**src/rtl/alu_bist_if.sv**
```systemverilog
// Bus between the BIST controller and its environment.
// master: lab top / bench side. It drives start, abort and result, and observes the rest.
// slave : alu_bist side. It drives the operands, status and signature.
interface alu_bist_if #(
  parameter int unsigned WIDTH = 4
);
  logic             start;      // begin a run (sampled in IDLE/DONE)
  logic             abort;      // cancel a run in progress
  logic [WIDTH-1:0] result;     // combinational output of the unit under test
  logic [WIDTH-1:0] op_a;       // operand A to the unit under test
  logic [WIDTH-1:0] op_b;       // operand B to the unit under test
  logic             busy;       // vectors being applied
  logic             done;       // run complete, pass valid
  logic             pass;       // final signature matched golden
  logic [WIDTH-1:0] signature;  // current signature register

  modport master (
    output start, abort, result,
    input  op_a, op_b, busy, done, pass, signature
  );

  modport slave (
    input  start, abort, result,
    output op_a, op_b, busy, done, pass, signature
  );
endinterface

```
**src/rtl/alu_bist.sv**
```systemverilog
// Built-in self-test controller for small combinational ALU units.
// The controller walks vector index idx over 0..NUM_VECTORS-1.
// It presents op_a = idx and op_b = rotl(idx, 1) to the unit under test.
// Each returned result is folded into the signature with sig <= rotl(sig, 1) ^ result.
// When the run ends, the final signature is compared with GOLDEN_SIG.
// Ports: clk, rst_n (async, active-low), bus (alu_bist_if.slave).
module alu_bist #(
  parameter int unsigned     WIDTH       = 4,
  parameter int unsigned     NUM_VECTORS = 16,
  parameter logic [WIDTH-1:0] GOLDEN_SIG = '0
) (
  input  logic      clk,
  input  logic      rst_n,
  alu_bist_if.slave bus
);

  localparam int unsigned IDX_W = $clog2(NUM_VECTORS) + 1;
  localparam logic [IDX_W-1:0] LAST_IDX = IDX_W'(NUM_VECTORS - 1);

  localparam logic [1:0] ST_IDLE = 2'd0;
  localparam logic [1:0] ST_RUN  = 2'd1;
  localparam logic [1:0] ST_DONE = 2'd2;

  logic [1:0]       state_q, state_d;
  logic [IDX_W-1:0] idx_q, idx_d;
  logic [WIDTH-1:0] sig_q, sig_d;
  logic             pass_q, pass_d;
  logic             busy_q, busy_d;
  logic             done_q, done_d;
  logic [WIDTH-1:0] op_a_q, op_a_d;
  logic [WIDTH-1:0] op_b_q, op_b_d;
  logic [WIDTH-1:0] sig_next_c;

  function automatic logic [WIDTH-1:0] rotl1(input logic [WIDTH-1:0] x);
    return {x[WIDTH-2:0], x[WIDTH-1]};
  endfunction

  // Next-state, signature compaction and registered output values
  always_comb begin
    state_d    = state_q;
    idx_d      = idx_q;
    sig_d      = sig_q;
    pass_d     = pass_q;
    sig_next_c = rotl1(sig_q) ^ bus.result;

    case (state_q)
      ST_IDLE: begin
        if (bus.start) begin
          idx_d   = '0;
          sig_d   = '0;
          state_d = ST_RUN;
        end
      end
      ST_RUN: begin
        // abort wins over the last-vector transition
        if (bus.abort) begin
          idx_d   = '0;
          sig_d   = '0;
          pass_d  = 1'b0;
          state_d = ST_IDLE;
        end else begin
          sig_d = sig_next_c;
          if (idx_q == LAST_IDX) begin
            pass_d  = (sig_next_c == GOLDEN_SIG);
            state_d = ST_DONE;
          end else begin
            idx_d = idx_q + IDX_W'(1);
          end
        end
      end
      ST_DONE: begin
        if (bus.start) begin
          idx_d   = '0;
          sig_d   = '0;
          pass_d  = 1'b0;
          state_d = ST_RUN;
        end
      end
      default: begin
        idx_d   = '0;
        sig_d   = '0;
        pass_d  = 1'b0;
        state_d = ST_IDLE;
      end
    endcase

    // Outputs are derived from the next state, so the flops already hold the correct vector.
    busy_d = (state_d == ST_RUN);
    done_d = (state_d == ST_DONE);
    op_a_d = busy_d ? WIDTH'(idx_d) : '0;
    op_b_d = busy_d ? rotl1(WIDTH'(idx_d)) : '0;
  end

  // State and output registers
  always_ff @(posedge clk or negedge rst_n) begin
    if (!rst_n) begin
      state_q <= ST_IDLE;
      idx_q   <= '0;
      sig_q   <= '0;
      pass_q  <= 1'b0;
      busy_q  <= 1'b0;
      done_q  <= 1'b0;
      op_a_q  <= '0;
      op_b_q  <= '0;
    end else begin
      state_q <= state_d;
      idx_q   <= idx_d;
      sig_q   <= sig_d;
      pass_q  <= pass_d;
      busy_q  <= busy_d;
      done_q  <= done_d;
      op_a_q  <= op_a_d;
      op_b_q  <= op_b_d;
    end
  end

  assign bus.op_a      = op_a_q;
  assign bus.op_b      = op_b_q;
  assign bus.busy      = busy_q;
  assign bus.done      = done_q;
  assign bus.pass      = pass_q;
  assign bus.signature = sig_q;

endmodule
```
**src/flat_wrapper.sv**
```systemverilog
// flat-port wrapper written by rule: the top's interface ports become plain ports
module alu_bist_flat 
#(
  parameter int unsigned     WIDTH       = 4,
  parameter int unsigned     NUM_VECTORS = 16,
  parameter logic [WIDTH-1:0] GOLDEN_SIG = '0
)
  (clk, rst_n, bus_start, bus_abort, bus_result, bus_op_a, bus_op_b, bus_busy, bus_done, bus_pass, bus_signature);
  alu_bist_if #(.WIDTH(WIDTH)) bus_i ();
  input  logic clk;
  input  logic rst_n;
  input wire logic [$bits(bus_i.start)-1:0] bus_start;
  input wire logic [$bits(bus_i.abort)-1:0] bus_abort;
  input wire logic [$bits(bus_i.result)-1:0] bus_result;
  output wire logic [$bits(bus_i.op_a)-1:0] bus_op_a;
  output wire logic [$bits(bus_i.op_b)-1:0] bus_op_b;
  output wire logic [$bits(bus_i.busy)-1:0] bus_busy;
  output wire logic [$bits(bus_i.done)-1:0] bus_done;
  output wire logic [$bits(bus_i.pass)-1:0] bus_pass;
  output wire logic [$bits(bus_i.signature)-1:0] bus_signature;
  assign bus_i.start = bus_start;
  assign bus_i.abort = bus_abort;
  assign bus_i.result = bus_result;
  assign bus_op_a = bus_i.op_a;
  assign bus_op_b = bus_i.op_b;
  assign bus_busy = bus_i.busy;
  assign bus_done = bus_i.done;
  assign bus_pass = bus_i.pass;
  assign bus_signature = bus_i.signature;
  alu_bist #(.WIDTH(WIDTH), .NUM_VECTORS(NUM_VECTORS), .GOLDEN_SIG(GOLDEN_SIG)) u_core (.clk(clk), .rst_n(rst_n), .bus(bus_i));
endmodule
```
**config.mk**
```make
export PLATFORM = sky130hd
export DESIGN_NAME = alu_bist_flat
export DESIGN_NICKNAME = d
export VERILOG_FILES = /design/src/rtl/alu_bist_if.sv /design/src/rtl/alu_bist.sv /design/src/flat_wrapper.sv
export SDC_FILE = /design/constraint.sdc
export NUM_CORES = 1
export LEC_CHECK = 0
export CAP_MARGIN = 0
export CORE_ASPECT_RATIO = 0.9
export CORE_MARGIN = 2
export CORE_UTILIZATION = 30
export CTS_BUF_LIST = sky130_fd_sc_hd__clkbuf_2
export DETAILED_ROUTE_END_ITERATION = 8
export GPL_TIMING_DRIVEN = 0
export HOLD_SLACK_MARGIN = 0.15
export MAX_ROUTING_LAYER = met4
export PLACE_DENSITY_LB_ADDON = 0.15
export SYNTH_ARGS = -nofsm -noshare
export SYNTH_HDL_FRONTEND = slang
export SYNTH_SLANG_ARGS = --single-unit
export TNS_END_PERCENT = 100
```
**constraint.sdc**
```tcl
create_clock -name clk -period 1.7 [get_ports clk]
set_clock_uncertainty 0.2 [all_clocks]
set_input_delay 0.425 -clock clk [delete_from_list [all_inputs] [get_ports clk]]
set_output_delay 0.425 -clock clk [all_outputs]
set_load 0.005 [all_outputs]
```
==> out/summary.log, run 1 <==
INFO  outcome        outcome=finished clean
INFO  timing         slew_violations=0
INFO  synthesis      async_flop_share=100%
INFO  synthesis      synthFlopType=sky130_fd_sc_hd__dfrtp_1
INFO  synthesis      syn-cell-area=827µm²
INFO  setup_path     cp_slowest_stage_delay=450ps
INFO  placed_design  placement.io_buffers=22
INFO  timing         max_freq=0.608GHz
INFO  setup_path     cp_top_family=flip-flops
INFO  cts            ctsHoldBuffers=0
INFO  synthesis      edff_count_synth=0
INFO  synthesis      synth_net_count=86
INFO  routing        drt-wirelength-per-cell=13.2µm
INFO  synthesis      synth_area_per_cell=10.7µm²
INFO  routing        finalWirelength=1.83mm
INFO  cts            cts_tree=built
INFO  placed_design  detailed_place_hpwl=1.18mm
INFO  cts            clock_pin_transition_on_the_worst_setup_and_hold_timing_paths=170ps
INFO  routing        detailedRoute.firstIterationViolations=10
INFO  setup_path     crit_arrival=1020ps
INFO  synthesis      ys_warn_count=0
INFO  pwr            power_per_cell_area=895nW/µm²
INFO  setup_path     critPathKind=reg2out
INFO  cts            cts_buffers=3
INFO  floorplanning  ioPinCount=23
INFO  setup_path     worst-path-buf-inv=1
INFO  global_routing vias_in_the_first_global_route=658
INFO  placed_design  routabilityCongestion=0.765
INFO  timing         grt_setup_unrepaired=false
INFO  floorplanning  initial_core_util=30.9%
INFO  timing         worst_slew_pin_slew=825ps
INFO  synthesis      synth_seq_cells=18
INFO  final_layout   fill_cells=264
INFO  timing         final_hold_viol_count=0
INFO  final_layout   area_growth=40.4%
INFO  setup_path     cp_data_required_time=1070ps
INFO  pwr            static-leakage-power=0.574nW
INFO  floorplanning  floorplan.die.width=59.3µm
INFO  global_routing globalRoute.totalOverflow=0
INFO  worst_hold_path min_path_cells=1
INFO  setup_path     crit_path_launch=u_core.bus.signature[3]
INFO  routing        post-route-drc-count=0
INFO  synthesis      synth_sequential_area_ratio=54.5%
INFO  routing        via_count=691
INFO  timing         final.setup.tns=0ps
INFO  cts            ctsLongestPathBuffers=2
INFO  cts            cts_max_level=1
INFO  cts            clkSinkCount=18
INFO  global_routing largest_net_degree_at_the_start_of_global_routing=19
INFO  global_routing grt_first_pass_wirelength=3.04mm
INFO  placed_design  dp_worst_setup_slack=-412ps
INFO  global_routing antenna_found_initial=0
INFO  routing        drtPass1Iterations=4
INFO  timing         post-route-min-period=1640ps
INFO  setup_path     timing.critical_path.cells=dlygate4sd2_1
INFO  worst_hold_path holdCritStartpoint=u_core.idx_q[4]
INFO  floorplanning  design.die.area=3190µm²
INFO  cts            worstSkewPairLatency=300ps
INFO  setup_path     r2r-end=u_core.idx_q[0]
INFO  synthesis      post_synth_cell_types=29
INFO  setup_path     worst_path_fanout_max=3
INFO  pwr            finalPower=1.04mW
INFO  final_layout   antennaDiodeCount=0
INFO  synthesis      post_synth_inst_count=77
INFO  synthesis      yosys_top_cell_by_area=sky130_fd_sc_hd__dfrtp_1
INFO  synthesis      netlist_top_cells_area=sky130_fd_sc_hd__dfrtp_1 54%, sky130_fd_sc_hd__xnor2_1 5.3%, sky130_fd_sc_hd__buf_4 3.6%
INFO  pwr            worst_ir_drop_vdd=0.517mV
INFO  final_layout   final_net_count=119
INFO  setup_path     reg2reg_from=u_core.state_q[1]
INFO  global_routing grt_util_all_layers=13.5%
INFO  job            drv.max_cap_violation_count=0
INFO  synthesis      post-synth-top-area-fraction=54.5%
INFO  setup_path     timing.reg2reg.setup_slack=70ps
INFO  floorplanning  placeableCoreArea=2680µm²
INFO  timing         timing.hold.ws=308ps
INFO  worst_hold_path hp-class=reg2reg
INFO  setup_path     timing.critical_path.from_type=register
INFO  timing         final.setup.worst_slack=56.1ps
INFO  floorplanning  dieHeight=53.8µm
INFO  floorplanning  placementRows=18
INFO  cts            ctsRootBufferMaster=sky130_fd_sc_hd__clkbuf_2
INFO  routing        vias_per_cell=4.97
INFO  final_layout   drive_gt1_share=24.8%
INFO  timing         setup-violations-final=0
INFO  setup_path     cp_slowest_cell=sky130_fd_sc_hd__dfrtp_1
INFO  setup_path     timing.critical_path.to_type=output pin
INFO  timing         final.period_utilization=96.7%
INFO  worst_hold_path hold-path-endpoint=u_core.idx_q[4]
INFO  timing         timing.max_slew.rel_slack=44.9%
INFO  routing        antenna_violating_nets_post_route=0
INFO  setup_path     ff2ff_path_depth=3
[routing by layer]
layer  global-route usage, %  up-vias  share of wire (%)
li1                        -      336                  -
met1                    17.4      331                 48
met2                    20.3       22                 45
met3                    4.57        2                6.2
met4                    3.41        0               0.60
met5                       -        -                  0
[cells by family (layout without fill, tap and decap cells)]
group	Yosys count	count (layout)	share of synthesized area [%]
adders and majority gates	1	1	1.51
xor gates and xnor gates	5	5	5.29
buffers and inverters	10	42	7.26
and+or+nand+nor	19	19	12.3
DFF	18	18	54.5
muxes	1	1	1.21
AOI/OAI and AO/OA	23	23	18.0
[area by class of cell]
class | count | area (µm²) | area share (%)
sequential | 18 | 454 | 39.1
multi-input combinational | 49 | 342 | 29.4
timing repair buffer | 29 | 260 | 22.4
tap | 30 | 37.5 | 3.23
buffer | 5 | 33.8 | 2.91
clock buffer | 3 | 15.0 | 1.29
inverter | 4 | 15.0 | 1.29
clock inverter | 1 | 3.75 | 0.323
[sequential cells by signal, indices dropped and copies added (netlist names)]
register,flops
u_core.bus.busy,1
u_core.bus.done,1
u_core.bus.op_a,3
u_core.bus.op_b,1
u_core.bus.pass,1
u_core.bus.signature,4
u_core.idx_q,5
u_core.state_q,2
[worst max path at each step]
| stage | slack, ps | depth (start not counted) | to |
|---|---|---|---|
| after floorplan | 70 | 4 | u_core.idx_q[0] |
| after global placement | -440 | 4 | u_core.bus.op_b[0] |
| after detailed placement | -410 | 4 | u_core.bus.op_b[0] |
| after CTS | -4 | 3 | bus_op_b[2] |
| after global routing | 6 | 2 | bus_op_b[1] |
| final | 60 | 1 | bus_signature[3] |
[power by group]
part	switching, mW	total, mW	internal [mW]
clock network	0.131	0.182	0.0511
logic	0.156	0.345	0.189
registers	0.0321	0.512	0.480
[placed cells by master (no fill, tap or decap), types with 2 or more instances in the layout]
master and instances:
sky130_fd_sc_hd__a31oi_1 2, sky130_fd_sc_hd__dfrtp_1 15, sky130_fd_sc_hd__dlygate4sd2_1 12, sky130_fd_sc_hd__nand2_1 8, sky130_fd_sc_hd__a22o_1 2, sky130_fd_sc_hd__xnor2_1 5
sky130_fd_sc_hd__buf_4 12, sky130_fd_sc_hd__clkbuf_2 4, sky130_fd_sc_hd__nor2_1 3, sky130_fd_sc_hd__inv_1 4, sky130_fd_sc_hd__dfrtp_2 3, sky130_fd_sc_hd__clkdlybuf4s50_1 6
sky130_fd_sc_hd__o21ai_1 4, sky130_fd_sc_hd__a21oi_1 3, sky130_fd_sc_hd__o21ai_0 4
[metrics by stage]
| stage | cell area [µm²] | util, % | instances |
|---|---|---|---|
| after floorplan | 827 | - | 77 |
| after CTS | 1150 | 42.8 | 140 |
| after global routing | 1160 | 43.3 | 139 |
| final | 1160 | 43.3 | 139 |
| after global placement | 1080 | 40.5 | 129 |
| after detailed placement | 1080 | 40.5 | 129 |
[synthesized netlist by cell type (2+ instances only)]
cell type / instances
sky130_fd_sc_hd__o21ai_0: 4
sky130_fd_sc_hd__inv_1: 4
sky130_fd_sc_hd__nand2_1: 8
sky130_fd_sc_hd__a21oi_1: 3
sky130_fd_sc_hd__xnor2_1: 5
sky130_fd_sc_hd__o21ai_1: 4
sky130_fd_sc_hd__nor2_1: 4
sky130_fd_sc_hd__a22o_1: 2
sky130_fd_sc_hd__dfrtp_1: 18
sky130_fd_sc_hd__o22ai_1: 2
sky130_fd_sc_hd__buf_4: 4
sky130_fd_sc_hd__a31oi_1: 2
[timing repair]
item,4_1_cts,5_1_grt
gates resized for setup,26,6
pin swaps,2,1
cloned,0,0
endpoints found under the setup margin,27,11
setup buffers,7,2
Note: power is estimated with default switching activity, not from simulation.
==> run 2: changes to the inputs <==
--- a/constraint.sdc
+++ b/constraint.sdc
@@ -4,2 +4,2 @@
 set_output_delay 0.425 -clock clk [all_outputs]
-set_load 0.005 [all_outputs]
+set_load 0.1 [all_outputs]
==> run 2 against run 1 <==
Effect of this change: sequential power grew 6.1%; via count shrank 3.0%; largest power group is now combinational logic; setup slack lost 30 ps; maximum frequency shrank 1.8%; highest routed layer unchanged; total power grew 26%; critical path depth grew 4; clock-buffer cell count is the same; first-iteration DRC count grew 50%.
==> out/summary.log, run 2 (synthesis results as in run 1) <==
INFO  outcome        outcome=finished clean [unchanged]
INFO  timing         final_hold_viol_count=0 [unchanged]
INFO  placed_design  detailed_place_hpwl=1.15mm [was 1.18 mm]
INFO  final_layout   layout_commonest_cell=sky130_fd_sc_hd__buf_4 [was sky130_fd_sc_hd__dfrtp_1]
INFO  routing        detailedRoute.firstIterationViolations=15 [was 10]
INFO  final_layout   drive_gt1_share=39.3% [was 24.8%]
INFO  pwr            finalPower=1.31mW [was 1.04 mW]
INFO  floorplanning  initial_core_util=30.9% [unchanged]
INFO  routing        drt-wirelength-per-cell=12.2µm [was 13.2 µm]
INFO  routing        antenna_violating_nets_post_route=0 [unchanged]
INFO  final_layout   antennaDiodeCount=0 [unchanged]
INFO  routing        post-route-drc-count=0 [unchanged]
INFO  routing        finalWirelength=1.67mm [was 1.83 mm]
INFO  job            drv.max_cap_violation_count=0 [unchanged]
INFO  final_layout   instances_no_fill=137 [was 139]
INFO  cts            worstSkewPairLatency=280ps [was 300 ps]
INFO  final_layout   multiInputGateArea=357µm² [was 342 µm²]
INFO  pwr            power_per_cell_area=1130nW/µm² [was 895 nW/µm²]
INFO  final_layout   post_route_cell_area=1170µm² [was 1160 µm²]
INFO  timing         worst_slew_pin_slew=783ps [was 825 ps]
INFO  cts            ctsLongestPathBuffers=2 [unchanged]
INFO  floorplanning  placeableCoreArea=2680µm² [unchanged]
INFO  floorplanning  dieHeight=53.8µm [unchanged]
INFO  setup_path     critPathKind=reg2reg [was reg2out]
INFO  worst_hold_path hp-class=reg2reg [unchanged]
INFO  routing        via_count=670 [was 691]
INFO  pwr            worst_ir_drop_vdd=0.510mV [was 0.517 mV]
INFO  cts            clock_pin_transition_on_the_worst_setup_and_hold_timing_paths=160ps [was 170 ps]
INFO  setup_path     timing.critical_path.from_type=register [unchanged]
INFO  timing         slew_violations=0 [unchanged]
INFO  final_layout   largest_register_ffs=5 [unchanged]
INFO  setup_path     timing.critical_path.cells=or3b_1 > buf_6 > buf_4 > o22ai_1 > a22o_1 [was dlygate4sd2_1]
INFO  placed_design  routabilityCongestion=0.813 [was 0.765]
INFO  placed_design  dpl-instance-area=1090µm² [was 1080 µm²]
INFO  cts            cts_buffers=3 [unchanged]
INFO  global_routing largest_net_degree_at_the_start_of_global_routing=19 [unchanged]
INFO  cts            cts_max_level=1 [unchanged]
INFO  setup_path     worst_path_fanout_max=8 [was 3]
INFO  final_layout   top_register=u_core.idx_q [unchanged]
INFO  floorplanning  ioPinCount=23 [unchanged]
INFO  cts            cts_tree=built [unchanged]
INFO  timing         post-route-min-period=1670ps [was 1640 ps]
INFO  cts            clkSinkCount=18 [unchanged]
INFO  final_layout   final_net_count=118 [was 119]
INFO  final_layout   sequential_cell_area=459µm² [was 454 µm²]
INFO  setup_path     cp_slowest_stage_delay=470ps [was 450 ps]
INFO  timing         final.period_utilization=98.4% [was 96.7%]
INFO  timing         timing.max_slew.rel_slack=47.6% [was 44.9%]
INFO  final_layout   fill_cells=268 [was 264]
INFO  global_routing globalRoute.totalOverflow=0 [unchanged]
INFO  setup_path     crit_arrival=1710ps [was 1020 ps]
INFO  placed_design  placed_cells_incl_taps=129 [unchanged]
INFO  routing        vias_per_cell=4.89 [was 4.97]
INFO  cts            ctsHoldBuffers=0 [unchanged]
INFO  final_layout   area_growth=41.0% [was 40.4%]
INFO  floorplanning  placementRows=18 [unchanged]
INFO  cts            ctsRootBufferMaster=sky130_fd_sc_hd__clkbuf_2 [unchanged]
INFO  floorplanning  floorplan.die.width=59.3µm [unchanged]
INFO  global_routing vias_in_the_first_global_route=603 [was 658]
INFO  placed_design  placement.io_buffers=22 [unchanged]
INFO  routing        drtPass1Iterations=4 [unchanged]
INFO  floorplanning  design.die.area=3190µm² [unchanged]
INFO  final_layout   most-common-layout-cells=19 x sky130_fd_sc_hd__buf_4, 11 x sky130_fd_sc_hd__dfrtp_1, 8 x sky130_fd_sc_hd__nand2_1 [was 15 x sky130_fd_sc_hd__dfrtp_1, 12 x sky130_fd_sc_hd__buf_4, 12 x sky130_fd_sc_hd__dlygate4sd2_1]
INFO  final_layout   post-route-util=43.5% [was 43.3%]
INFO  timing         max_freq=0.598GHz [was 0.608 GHz]
INFO  setup_path     cp_slowest_cell=sky130_fd_sc_hd__dfrtp_2 [was sky130_fd_sc_hd__dfrtp_1]
INFO  global_routing antenna_found_initial=0 [unchanged]
INFO  pwr            static-leakage-power=0.540nW [was 0.574 nW]
INFO  global_routing grt_first_pass_wirelength=2.73mm [was 3.04 mm]
INFO  setup_path     timing.critical_path.to_type=register [was output pin]
INFO  global_routing grt_util_all_layers=12.2% [was 13.5%]
INFO  setup_path     cp_data_required_time=1740ps [was 1070 ps]
INFO  timing         setup-violations-final=0 [unchanged]
INFO  timing         timing.hold.ws=303ps [was 308 ps]
==> run 2: final timing paths <==
kind                                   start  slack (ps)                 to  cells after the start
setup / recovery           u_core.state_q[0]          30    u_core.idx_q[2]                      5
hold / removal               u_core.idx_q[4]         300    u_core.idx_q[4]                      1
setup reg to reg           u_core.state_q[0]          30    u_core.idx_q[2]                      5
hold reg to reg              u_core.idx_q[4]         300    u_core.idx_q[4]                      1
max in group asynchronous              rst_n         400  u_core.state_q[0]                      1
min in group asynchronous              rst_n         370    u_core.idx_q[0]                      1
==> run 2: report_power, final <==
group	switching (mW)	internal [mW]
clock network	0.121	0.0481
logic	0.404	0.197
registers	0.0610	0.482
total	0.586	0.727
==> run 2: cell type report <==
class                   instances  area share (%)
inverters                       4            1.29
flip-flops and latches         18            39.4
plain buffers                   5            3.54
clock buffers                   3            1.29
well taps                      30            3.22
multi-input cells              49            30.6
repair buffers                 28            20.7
==> run 2: critical path: cells and delay by family, from the launching register on <==
family	cells	cell delay, ps
flops	1	470
simple gates	1	370
buf+inv	2	290
compound gates	2	300
==> run 2: metrics by stage <==
stage / setup TNS [ps] / setup slack [ps]
final: 0 / 26.5
after CTS: -4.80 / -4.80
after detailed placement: -10600 / -472
after floorplan: 0 / 38.2
after global routing: -9.73 / -9.73
after global placement: -10590 / -463
==> run 2: timing repair <==
item	4_1_cts	5_1_grt
buffers inserted	3	3
endpoints found under the setup margin	26	13
resized for setup	95	10
pin swaps	1	0
==> run 2: layer usage <==
metal / part of all wire [%] / global-route usage [%]
met1: 47 / 15.2
met2: 46 / 18.3
met3: 4.7 / 2.16
met4: 2.3 / 7.95
met5: 0 / -
==> run 3: changes to the inputs <==
Settings changed: CTS_CLUSTER_DIAMETER from default to 40, PLACE_DENSITY from default to 0.59, PLACE_DENSITY_LB_ADDON 0.15 to default.
==> run 3 against run 2 <==
Effect of this change: core utilization is 1.3 points higher; highest routed layer unchanged; final cell count stayed put; setup slack better by 24 ps; non-clock buffer count is 1 lower; sequential share of layout area is 1.3 points lower; hold slack better by 2.2 ps.
==> out/summary.log, run 3 (synthesis results as in run 1) <==
INFO  outcome        outcome=finished clean [unchanged]
INFO  pwr            clockPowerShare=13.4% [was 12.9%]
INFO  placed_design  routabilityCongestion=0.795 [was 0.813]
INFO  timing         setup-violations-final=0 [unchanged]
INFO  cts            clkSinkCount=18 [unchanged]
INFO  final_layout   layout_commonest_cell=sky130_fd_sc_hd__dfrtp_1 [was sky130_fd_sc_hd__buf_4]
INFO  floorplanning  placementRows=18 [unchanged]
INFO  worst_hold_path hp-class=reg2reg [unchanged]
INFO  setup_path     timing.critical_path.from_type=register [unchanged]
INFO  final_layout   fill_cells=255 [was 268]
INFO  setup_path     crit_path_launch=u_core.state_q[1] [was u_core.state_q[0]]
INFO  setup_path     critPathKind=reg2reg [unchanged]
INFO  global_routing globalRoute.totalOverflow=0 [unchanged]
INFO  routing        finalWirelength=1.72mm [was 1.67 mm]
INFO  final_layout   area_growth=45.2% [was 41.0%]
INFO  placed_design  placement.io_buffers=22 [unchanged]
INFO  routing        detailedRoute.firstIterationViolations=13 [was 15]
INFO  cts            ctsLongestPathBuffers=2 [unchanged]
INFO  worst_hold_path holdCritStartpoint=u_core.idx_q[4] [unchanged]
INFO  setup_path     reg2reg_from=u_core.state_q[1] [was u_core.state_q[0]]
INFO  cts            ctsRootBufferMaster=sky130_fd_sc_hd__clkbuf_2 [unchanged]
INFO  pwr            share_seq_of_total_power=39.6% [was 41.4%]
INFO  routing        post-route-drc-count=0 [unchanged]
INFO  pwr            worst_ir_drop_vdd=0.402mV [was 0.510 mV]
INFO  timing         slew_violations=0 [unchanged]
INFO  setup_path     worst_path_fanout_max=5 [was 8]
INFO  global_routing antenna_found_initial=0 [unchanged]
INFO  final_layout   instances_no_fill=137 [unchanged]
INFO  final_layout   final_net_count=117 [was 118]
INFO  global_routing largest_net_degree_at_the_start_of_global_routing=19 [unchanged]
INFO  job            drv.max_cap_violation_count=0 [unchanged]
INFO  final_layout   largest_register_ffs=5 [unchanged]
INFO  timing         final.setup.worst_slack=50.5ps [was 26.5 ps]
INFO  pwr            p_int=0.756mW [was 0.727 mW]
INFO  floorplanning  placeableCoreArea=2680µm² [unchanged]
INFO  cts            cts_buffers=3 [unchanged]
INFO  placed_design  detailed_place_hpwl=1.20mm [was 1.15 mm]
INFO  timing         max_freq=0.606GHz [was 0.598 GHz]
INFO  floorplanning  ioPinCount=23 [unchanged]
INFO  cts            cts_max_level=1 [unchanged]
INFO  routing        vias_per_cell=4.87 [was 4.89]
INFO  timing         timing.max_slew.rel_slack=46.3% [was 47.6%]
INFO  floorplanning  design.die.area=3190µm² [unchanged]
INFO  timing         final.setup.tns=0ps [unchanged]
INFO  pwr            static-leakage-power=0.552nW [was 0.540 nW]
INFO  global_routing vias_in_the_first_global_route=632 [was 603]
INFO  floorplanning  floorplan.die.width=59.3µm [unchanged]
INFO  routing        drt-wirelength-per-cell=12.5µm [was 12.2 µm]
INFO  setup_path     crit_arrival=1670ps [was 1710 ps]
INFO  routing        drtPass1Iterations=4 [unchanged]
INFO  routing        routedLengthMet1=739µm [was 789 µm]
INFO  setup_path     timing.critical_path.to_type=register [unchanged]
INFO  final_layout   antennaDiodeCount=0 [unchanged]
INFO  pwr            power_per_cell_area=1120nW/µm² [was 1130 nW/µm²]
INFO  cts            cts_tree=built [unchanged]
INFO  global_routing grt_util_all_layers=12.3% [was 12.2%]
INFO  pwr            netSwitchingFraction=44.0% [was 44.6%]
INFO  routing        via_count=667 [was 670]
INFO  cts            clock_pin_transition_on_the_worst_setup_and_hold_timing_paths=170ps [was 160 ps]
INFO  placed_design  placed_cells_incl_taps=129 [unchanged]
INFO  timing         grt_setup_unrepaired=true
INFO  final_layout   top_register=u_core.idx_q [unchanged]
INFO  routing        wl_met2=869µm [was 761 µm]
INFO  global_routing grt_first_pass_wirelength=2.83mm [was 2.73 mm]
INFO  timing         final.period_utilization=97.0% [was 98.4%]
INFO  timing         post-route-min-period=1650ps [was 1670 ps]
INFO  floorplanning  dieHeight=53.8µm [unchanged]
INFO  final_layout   most-common-layout-cells=12 x sky130_fd_sc_hd__dfrtp_1, 11 x sky130_fd_sc_hd__buf_4, 8 x sky130_fd_sc_hd__nand2_1 [was 19 x sky130_fd_sc_hd__buf_4, 11 x sky130_fd_sc_hd__dfrtp_1, 8 x sky130_fd_sc_hd__nand2_1]
INFO  cts            worstSkewPairLatency=290ps [was 280 ps]
INFO  timing         final_hold_viol_count=0 [unchanged]
INFO  routing        dr_wl_met3=100µm [was 79 µm]
INFO  setup_path     timing.reg2reg.setup_slack=50ps [was 30 ps]
INFO  timing         worst_slew_pin_slew=803ps [was 783 ps]
INFO  placed_design  dp_worst_setup_slack=-483ps [was -472 ps]
INFO  setup_path     cp_data_required_time=1720ps [was 1740 ps]
INFO  pwr            power.switching=0.595mW [was 0.586 mW]
INFO  routing        highest_layer=met4 [unchanged]
INFO  final_layout   drive_gt1_share=36.4% [was 39.3%]
INFO  floorplanning  initial_core_util=30.9% [unchanged]
INFO  final_layout   post-route-util=44.8% [was 43.5%]
INFO  routing        antenna_violating_nets_post_route=0 [unchanged]
INFO  pwr            finalPower=1.35mW [was 1.31 mW]
INFO  pwr            p_comb_share=47.0% [was 45.7%]
## run 3: changes by cell type in the layout (fill, tap and decap cells not counted), sizes merged
cell,delta
clkinv,+1
buf,-1
## run 3: power by group through the flow
stage	Clock [mW]	Combinational [mW]	Sequential (mW)
after floorplan	0	0.227	0.722
after global placement	0	0.542	0.539
after detailed placement	0	0.548	0.540
after CTS	0.185	0.585	0.523
after global routing	0.212	0.665	0.544
final	0.180	0.635	0.536
## run 3: layout make-up
type | count | area (µm²) | area share, %
Inverter | 4 | 15.0 | 1.25
Sequential cell | 18 | 458 | 38.1
Tap cell | 30 | 37.5 | 3.13
Timing Repair Buffer | 28 | 299 | 24.9
Multi-Input combinational cell | 49 | 332 | 27.6
Clock buffer | 3 | 15.0 | 1.25
Clock inverter | 1 | 3.75 | 0.313
Buffer | 4 | 41.3 | 3.44
## run 3: critical path, stage by stage (launching register included)
cell and delay, ps:
sky130_fd_sc_hd__dfrtp_1 460, sky130_fd_sc_hd__or3b_1 380, sky130_fd_sc_hd__buf_6 130, sky130_fd_sc_hd__or2_4 260
sky130_fd_sc_hd__a31oi_2 150
## run 3: what timing repair did
action,in CTS,in global routing
hold buffers,0,0
pin swaps,2,1
gates resized for setup,95,18
setup endpoints to repair,27,19
buffers inserted,3,3
## run 3: per-stage QoR
stage          hold slack (ps)  instance area, µm²
6_report                   305                1200
5_1_grt                    330                1200
4_1_cts                    311                1120
3_5_place_dp               273                1090
3_3_place_gp               267                1090
2_1_floorplan            -70.6                 832
## run 3: per-layer routing
| layer | global-route usage (%) | up-vias |
|---|---|---|
| met2 | 21.8 | 24 |
| li1 | - | 325 |
| met3 | 2.16 | 2 |
| met4 | 3.79 | 0 |
| met5 | - | - |
| met1 | 14.3 | 316 |
## run 3: worst paths after layout
kind,end,cells after the start
max,u_core.idx_q[0],4
min,u_core.idx_q[4],1
max reg2reg,u_core.idx_q[0],4
min reg2reg,u_core.idx_q[4],1
max in group asynchronous,u_core.state_q[0],1
min in group asynchronous,u_core.idx_q[2],1
